File: config.mk
export PLATFORM = sky130hd
export DESIGN_NAME = font_rom_arbiter
export DESIGN_NICKNAME = d
export VERILOG_FILES = /design/src/rtl/font_rom_arbiter.sv
export SDC_FILE = /design/constraint.sdc
export NUM_CORES = 1
export LEC_CHECK = 0
export BUFFER_PORTS_ARGS = -buffer_cell sky130_fd_sc_hd__buf_2
export CELL_PAD_IN_SITES_DETAIL_PLACEMENT = 1
export CELL_PAD_IN_SITES_GLOBAL_PLACEMENT = 1
export CORE_MARGIN = 8
export CORE_UTILIZATION = 41
export DETAILED_ROUTE_END_ITERATION = 7
export PLACE_DENSITY = 0.94
export SLEW_MARGIN = 15
export SYNTH_ARGS = -nofsm -noshare
export SYNTH_HDL_FRONTEND = slang
export SYNTH_SLANG_ARGS = --single-unit
export TNS_END_PERCENT = 50
File: constraint.sdc
create_clock -name clk -period 2.89 [get_ports clk]
set_clock_uncertainty 0.1 [all_clocks]
set_input_delay 0.4335 -clock clk [delete_from_list [all_inputs] [get_ports clk]]
set_output_delay 0.4335 -clock clk [all_outputs]
set_load 0.005 [all_outputs]
File: src/rtl/font_rom_arbiter.sv
// rtl/font_rom_arbiter.sv - two-port fixed-priority font ROM arbiter with starvation guard
// Optional statistics counters enabled by defining FONTARB_STATS_EN.
module font_rom_arbiter #(
    parameter int ADDR_W   = 6,
    parameter int DATA_W   = 8,
    parameter int MAX_WAIT = 7
) (
    input  logic              clk,
    input  logic              reset_n,
    input  logic              req0,
    input  logic [ADDR_W-1:0] addr0,
    output logic              gnt0,
    output logic              valid0,
    output logic [DATA_W-1:0] data0,
    input  logic              req1,
    input  logic [ADDR_W-1:0] addr1,
    output logic              gnt1,
    output logic              valid1,
    output logic [DATA_W-1:0] data1,
    output logic [ADDR_W-1:0] rom_addr,
    input  logic [DATA_W-1:0] rom_data
`ifdef FONTARB_STATS_EN
    ,
    output logic [15:0]       conflict_cnt,
    output logic [15:0]       force_cnt
`endif
);

    localparam logic [7:0] MAX_WAIT_C = 8'(MAX_WAIT);

    logic [7:0]        wait_cnt_q, wait_cnt_d;
    logic [ADDR_W-1:0] rom_addr_q;
    logic              tag1_v_q, tag1_p_q, tag2_v_q, tag2_p_q;
    logic [DATA_W-1:0] data0_q, data1_q;
    logic              force1;

    assign force1 = (wait_cnt_q == MAX_WAIT_C);

    // Grants are gated by reset so nothing is issued while the block is held.
    always_comb begin
        gnt0     = 1'b0;
        gnt1     = 1'b0;
        rom_addr = rom_addr_q;
        if (reset_n) begin
            if (req1 && (force1 || !req0)) begin
                gnt1     = 1'b1;
                rom_addr = addr1;
            end else if (req0) begin
                gnt0     = 1'b1;
                rom_addr = addr0;
            end
        end
    end

    always_comb begin
        wait_cnt_d = wait_cnt_q;
        if (!req1 || gnt1)
            wait_cnt_d = 8'd0;
        else if (wait_cnt_q < MAX_WAIT_C)
            wait_cnt_d = wait_cnt_q + 8'd1;
    end

    // Stage 1 tags the cycle the ROM sees the address; stage 2 marks returned data.
    always_ff @(posedge clk or negedge reset_n) begin
        if (!reset_n) begin
            wait_cnt_q <= 8'd0;
            rom_addr_q <= '0;
            tag1_v_q   <= 1'b0;
            tag1_p_q   <= 1'b0;
            tag2_v_q   <= 1'b0;
            tag2_p_q   <= 1'b0;
            data0_q    <= '0;
            data1_q    <= '0;
        end else begin
            wait_cnt_q <= wait_cnt_d;
            rom_addr_q <= rom_addr;
            tag1_v_q   <= gnt0 || gnt1;
            tag1_p_q   <= gnt1;
            tag2_v_q   <= tag1_v_q;
            tag2_p_q   <= tag1_p_q;
            if (tag1_v_q && !tag1_p_q)
                data0_q <= rom_data;
            if (tag1_v_q && tag1_p_q)
                data1_q <= rom_data;
        end
    end

    assign valid0 = tag2_v_q && !tag2_p_q;
    assign valid1 = tag2_v_q && tag2_p_q;
    assign data0  = data0_q;
    assign data1  = data1_q;

`ifdef FONTARB_STATS_EN
    logic [15:0] conflict_q, force_q;

    always_ff @(posedge clk or negedge reset_n) begin
        if (!reset_n) begin
            conflict_q <= 16'd0;
            force_q    <= 16'd0;
        end else begin
            if (req0 && req1 && conflict_q != 16'hFFFF)
                conflict_q <= conflict_q + 16'd1;
            // Only a forced win over a pending port 0 request counts.
            if (gnt1 && force1 && req0 && force_q != 16'hFFFF)
                force_q <= force_q + 16'd1;
        end
    end

    assign conflict_cnt = conflict_q;
    assign force_cnt    = force_q;
`endif

endmodule

# [After elaboration in Yosys (flattened, before gate mapping)]
# Index checks and enable logic that the tools add are counted.
[word_totals] word_cells=34 in_bits=24 output_inout_bits=26 reg_bits=34
[op_classes] n_mux=10 order_cmp=1 n_eq_ne=1 n_reduce_logical=13 n_addsub=1
[op_table] op="two-way mux 6 bit" count=3
[op_table] op="two-way mux 8 bit" count=2
[op_table] op="adder 8 x 1 -> 8 bit, second input constant" count=1
[op_table] op="== test 8 x 3 -> 1 bit, second input constant" count=1
[op_table] op="< comparator 8 x 3 -> 1 bit, second input constant" count=1
[op_table] op="logical AND 1 bit" count=5
[op_table] op="two-way mux 1 bit" count=5
[op_table] op="logical NOT 1 bit" count=4
[op_table] op="logical OR 1 bit" count=3
[op_table] op="nonzero test 2 bit" count=1

# [Depth between registers and ports, before layout]
[logic_depth] depth_word=7 ltp_mapped=5 ltp_nobuf=5

# [Least setup slack after synthesis]
# No wires, ideal clock.
[synth_path] kind="reg2out" startpoint="register wait_cnt_q[0]" endpoint="output rom_addr[0]" path_buffers=0 path_stages_with_launch=6 setup_slack_ps=983 t_arrival_ps=1373 required_time_ps=2357 cell_sequence="dfrtp_1 ha_1 and3b_2 a21bo_4 nand3_4 o221a_1"
[synth_via] elab_chain_len=5
[synth_rtl] element="start: declaration" line="31" text="logic [7:0] wait_cnt_q, wait_cnt_d;"
[synth_rtl] element="start signal: assignment" line="75" text="wait_cnt_q <= wait_cnt_d;"
[synth_rtl] element="== test 8 x 3 -> 1 bit" line="37" text="assign force1 = (wait_cnt_q == MAX_WAIT_C);"
[synth_rtl] element="logical OR 1 bit" line="45" text="if (req1 && (force1 || !req0)) begin"
[synth_rtl] element="logical AND 1 bit" line="45"
[synth_rtl] element="two-way mux 6 bit" line="45"
[synth_rtl] element="two-way mux 6 bit" line="44" text="if (reset_n) begin"
[synth_rtl] element="end: declaration" line="20" text="output logic [ADDR_W-1:0] rom_addr,"
# Every way passes these cells.

# [Final worst setup path]
[layout_path] startpoint="register wait_cnt_q[5]" endpoint="output rom_addr[0]"
# The elaborated chain is that of the path after synthesis.

==> results.py <==
metrics = {
    "run_status": {
        "status": "finished, final reports clean",
    },
    "drt": {
        "routed_wl_mm": 3.87,
        "drc_errors": 0,
        "dr.pass1.iters": 4,
        "drtIter0Drc": 34,
        "vias": 1168,
        "antenna_left": 0,
        "vias_per_cell": 5.17,
        "wl_per_cell_um": 17.1,
    },
    "yosys": {
        "syn_inst": 124,
        "yosysUniqueCellTypes": 30,
        "yosysSeqAreaShare_pct": 57.1,
        "ys_ff_latch": 34,
        "synth_area_per_cell_um2": 12.0,
        "syn_area_um2": 1490,
        "synth_fp_nets": 149,
        "yosysWarningCount": 0,
    },
    "clock_network": {
        "cts.reportedPaths.clkPinSlew_ns": 0.10,
        "clock_latency_ns": 0.32,
        "root_buffer": "clkbuf_4",
        "postCtsSetupRepairBufs": 0,
        "holdBufCountCts": 0,
        "post_cts_resized": 0,
        "tritoncts": "built",
        "cts.sinks": 34,
        "cts_buffers": 5,
        "htreeDepth": 2,
        "clockBufferDepth": 2,
    },
    "pwr": {
        "clockPowerShare_pct": 25.4,
        "p_leak_nw": 0.941,
        "p_total_w": 0.00106,
        "switchingPower_w": 0.000288,
        "seqPwrFrac_pct": 54.0,
        "switching_share_pct": 27.2,
        "p_comb_share_pct": 20.7,
        "power.internal_w": 0.000770,
        "ir_drop_v": 0.000302,
        "powerDensity_nw_per_um2": 575,
    },
    "timing": {
        "rsz0062_at_grt": "no",
        "max_clock_freq_ghz": 0.397,
        "hold_violations": 0,
        "relSlewSlack_pct": 61.1,
        "fin_crit_sh_pct": 87.1,
        "finalSetupViolations": 0,
        "tightest_slew_ns": 0.582,
        "setup_tns_ns": 0,
        "slew_viol_final": 0,
        "fin_crit_ns": 2.52,
    },
    "grt": {
        "grt_usage_pct": 13.6,
        "overflow": 0,
        "grt_pass1_vias": 1362,
        "grt_max_degree": 26,
        "grt_pass1_wl_mm": 6.58,
        "antenna_found_initial": 0,
    },
    "floorplanning": {
        "fp.dieArea_um2": 5820,
        "coreArea_um2": 3580,
        "start_util_pct": 41.6,
        "die_w_um": 76.3,
        "die_h_um": 76.3,
        "num_rows": 22,
        "pin_count": 50,
    },
    "placement": {
        "portBuffers": 49,
        "gp_congestion": 0.734,
        "hpwl_mm": 3.08,
    },
    "cells_and_area": {
        "final_util_pct": 51.4,
        "diodes": 0,
        "layout-drive-gt1-share_pct": 44.9,
        "area_growth_pct": 23.5,
        "layout.nets": 202,
    },
    "critical_path": {
        "cp_cell_sequence": "nor4_4 > a21bo_4 > nand3_4 > o221a_1 > buf_2",
        "cp-end-kind": "output pin",
        "crit_arrival_ns": 1.98,
        "cp.required_ns": 2.36,
        "slowest_delay_ns": 0.50,
        "crit_slowest_cell": "nor4_4",
        "cp_max_fo": 7,
        "critPathKind": "flop to output pin",
        "cp-start-kind": "flop",
    },
    "flow_run": {
        "max-cap-violations": 0,
    },
    "worst_hold_path": {
        "hold_path.class": "primary input to async pin",
    },
}
sequential cells by signal, indices dropped and copies added (netlist names):
name / count
tag1_p_q: 1
data1: 8
rom_addr_q: 6
tag2_p_q: 1
data0: 8
tag1_v_q: 1
tag2_v_q: 1
wait_cnt_q: 8
routing by layer:
metal | GRT usage [%] | part of all wire (%) | wire (um) | vias up
met5 | 0 | 0 | 0 | -
met3 | 5.54 | 7.3 | 283 | 5
met4 | 3.65 | 0.70 | 27 | 0
met1 | 15.4 | 44 | 1700 | 568
met2 | 23.1 | 48 | 1860 | 47
li1 | - | - | - | 548
path summary, 6_finish.rpt:
path | startpoint | endpoint | slack (ns) | cells past startpoint
min in group clk | rom_data[1] | data0[1]$_DFFE_PN0P_ | 0.22 | 3
max in group asynchronous | reset_n | wait_cnt_q[1]$_DFFE_PN0P_ | 2.10 | 3
worst max-delay path | wait_cnt_q[5]$_DFFE_PN0P_ | rom_addr[0] | 0.37 | 5
worst max register to register | wait_cnt_q[5]$_DFFE_PN0P_ | rom_addr_q[4]$_DFF_PN0_ | 1.15 | 4
worst min-delay path | reset_n | tag2_v_q$_DFF_PN0_ | 0.02 | 2
worst min register to register | tag1_v_q$_DFF_PN0_ | tag2_v_q$_DFF_PN0_ | 0.34 | 0
cell type report:
class / count / area [um^2]
well taps: 48 / 60.1
inverters: 2 / 7.51
fillers: 413 / 1740
repair buffers: 51 / 260
clock inverters: 1 / 5.00
clock buffers: 7 / 55.1
flip-flops and latches: 34 / 851
multi-input cells: 83 / 602
cell families after synthesis:
family	synth area share [%]
and+or+nand+nor	16.1
DFF	57.1
AOI/OAI and AO/OA	16.8
muxes	6.05
buffers and inverters	2.52
xor gates and xnor gates	0.588
adders and majority gates	0.839
cells in the final DEF, fill, tap and decap left out:
| master | count |
|---|---|
| o221a_1 | 5 |
| mux2_2 | 8 |
| o22a_1 | 6 |
| a21bo_2 | 1 |
| nand3_4 | 1 |
| nor2_1 | 2 |
| buf_2 | 49 |
| clkbuf_8 | 1 |
| ha_1 | 1 |
| and3_2 | 1 |
| and3_1 | 3 |
| clkinv_2 | 1 |
| inv_1 | 2 |
| nand4_1 | 1 |
| buf_4 | 2 |
| nand2_1 | 29 |
| and3b_2 | 1 |
| a21oi_1 | 3 |
| and2_1 | 1 |
| nor4_4 | 1 |
| a21o_2 | 1 |
| nand3_1 | 1 |
| xor2_1 | 1 |
| o221a_2 | 1 |
| a31oi_1 | 2 |
| a21bo_4 | 1 |
| o22a_2 | 6 |
| clkbuf_4 | 5 |
| dfrtp_1 | 34 |
| nand2b_1 | 2 |
| clkbuf_1 | 1 |
| nor2b_1 | 3 |
| o21a_1 | 1 |
synth_stat cells:
master | number | area share (%)
and3b_2 | 1 | 0.67
nor4_4 | 1 | 1.4
mux2_2 | 8 | 6.0
nand2_1 | 29 | 7.3
and3_1 | 3 | 1.3
o221a_1 | 5 | 3.8
a21bo_4 | 1 | 1.1
nor2_1 | 2 | 0.50
o221a_2 | 1 | 0.76
clkbuf_1 | 2 | 0.50
nand3_1 | 1 | 0.34
nor2b_1 | 3 | 1.3
ha_1 | 1 | 0.84
and3_2 | 1 | 0.50
buf_4 | 2 | 1.0
a21o_2 | 1 | 0.59
clkbuf_4 | 1 | 0.50
o22a_2 | 6 | 4.0
dfrtp_1 | 34 | 57
a21bo_2 | 1 | 0.67
xor2_1 | 1 | 0.59
inv_1 | 2 | 0.50
nand2b_1 | 2 | 0.84
nand3_4 | 1 | 1.2
nand4_1 | 1 | 0.42
o21a_1 | 1 | 0.50
a21oi_1 | 3 | 1.0
o22a_1 | 6 | 3.5
a31oi_1 | 2 | 0.84
and2_1 | 1 | 0.42
stage by stage:
| step | setup WS [ns] | hold slack (ns) | cell area, um^2 | cells |
|---|---|---|---|---|
| after global routing | 0.252 | 0.0193 | 1840 | 226 |
| after detailed placement | 0.695 | 0.305 | 1780 | 218 |
| after floorplan | 0.983 | 0.0379 | 1490 | 124 |
| after CTS | 0.323 | 0.0163 | 1840 | 226 |
| after global placement | 0.781 | 0.299 | 1780 | 218 |
| final | 0.372 | 0.0246 | 1840 | 226 |
worst max-delay path: cells and delay by family, from the launching register on:
kind            cells  cell delay (ns)
compound gates      2             0.50
simple gates        2             0.61
flops               1             0.42
buf+inv             1             0.14
power groups by stage:
| stage | combinational [W] | sequential [W] | clock, W |
|---|---|---|---|
| 6_report | 0.000219 | 0.000571 | 0.000268 |
| 2_1_floorplan | 0.000106 | 0.000578 | 0 |
| 5_1_grt | 0.000246 | 0.000578 | 0.000296 |
| 3_3_place_gp | 0.000211 | 0.000573 | 0 |
| 4_1_cts | 0.000225 | 0.000570 | 0.000277 |
| 3_5_place_dp | 0.000224 | 0.000580 | 0 |
Note: power is estimated with default switching activity, not from simulation.
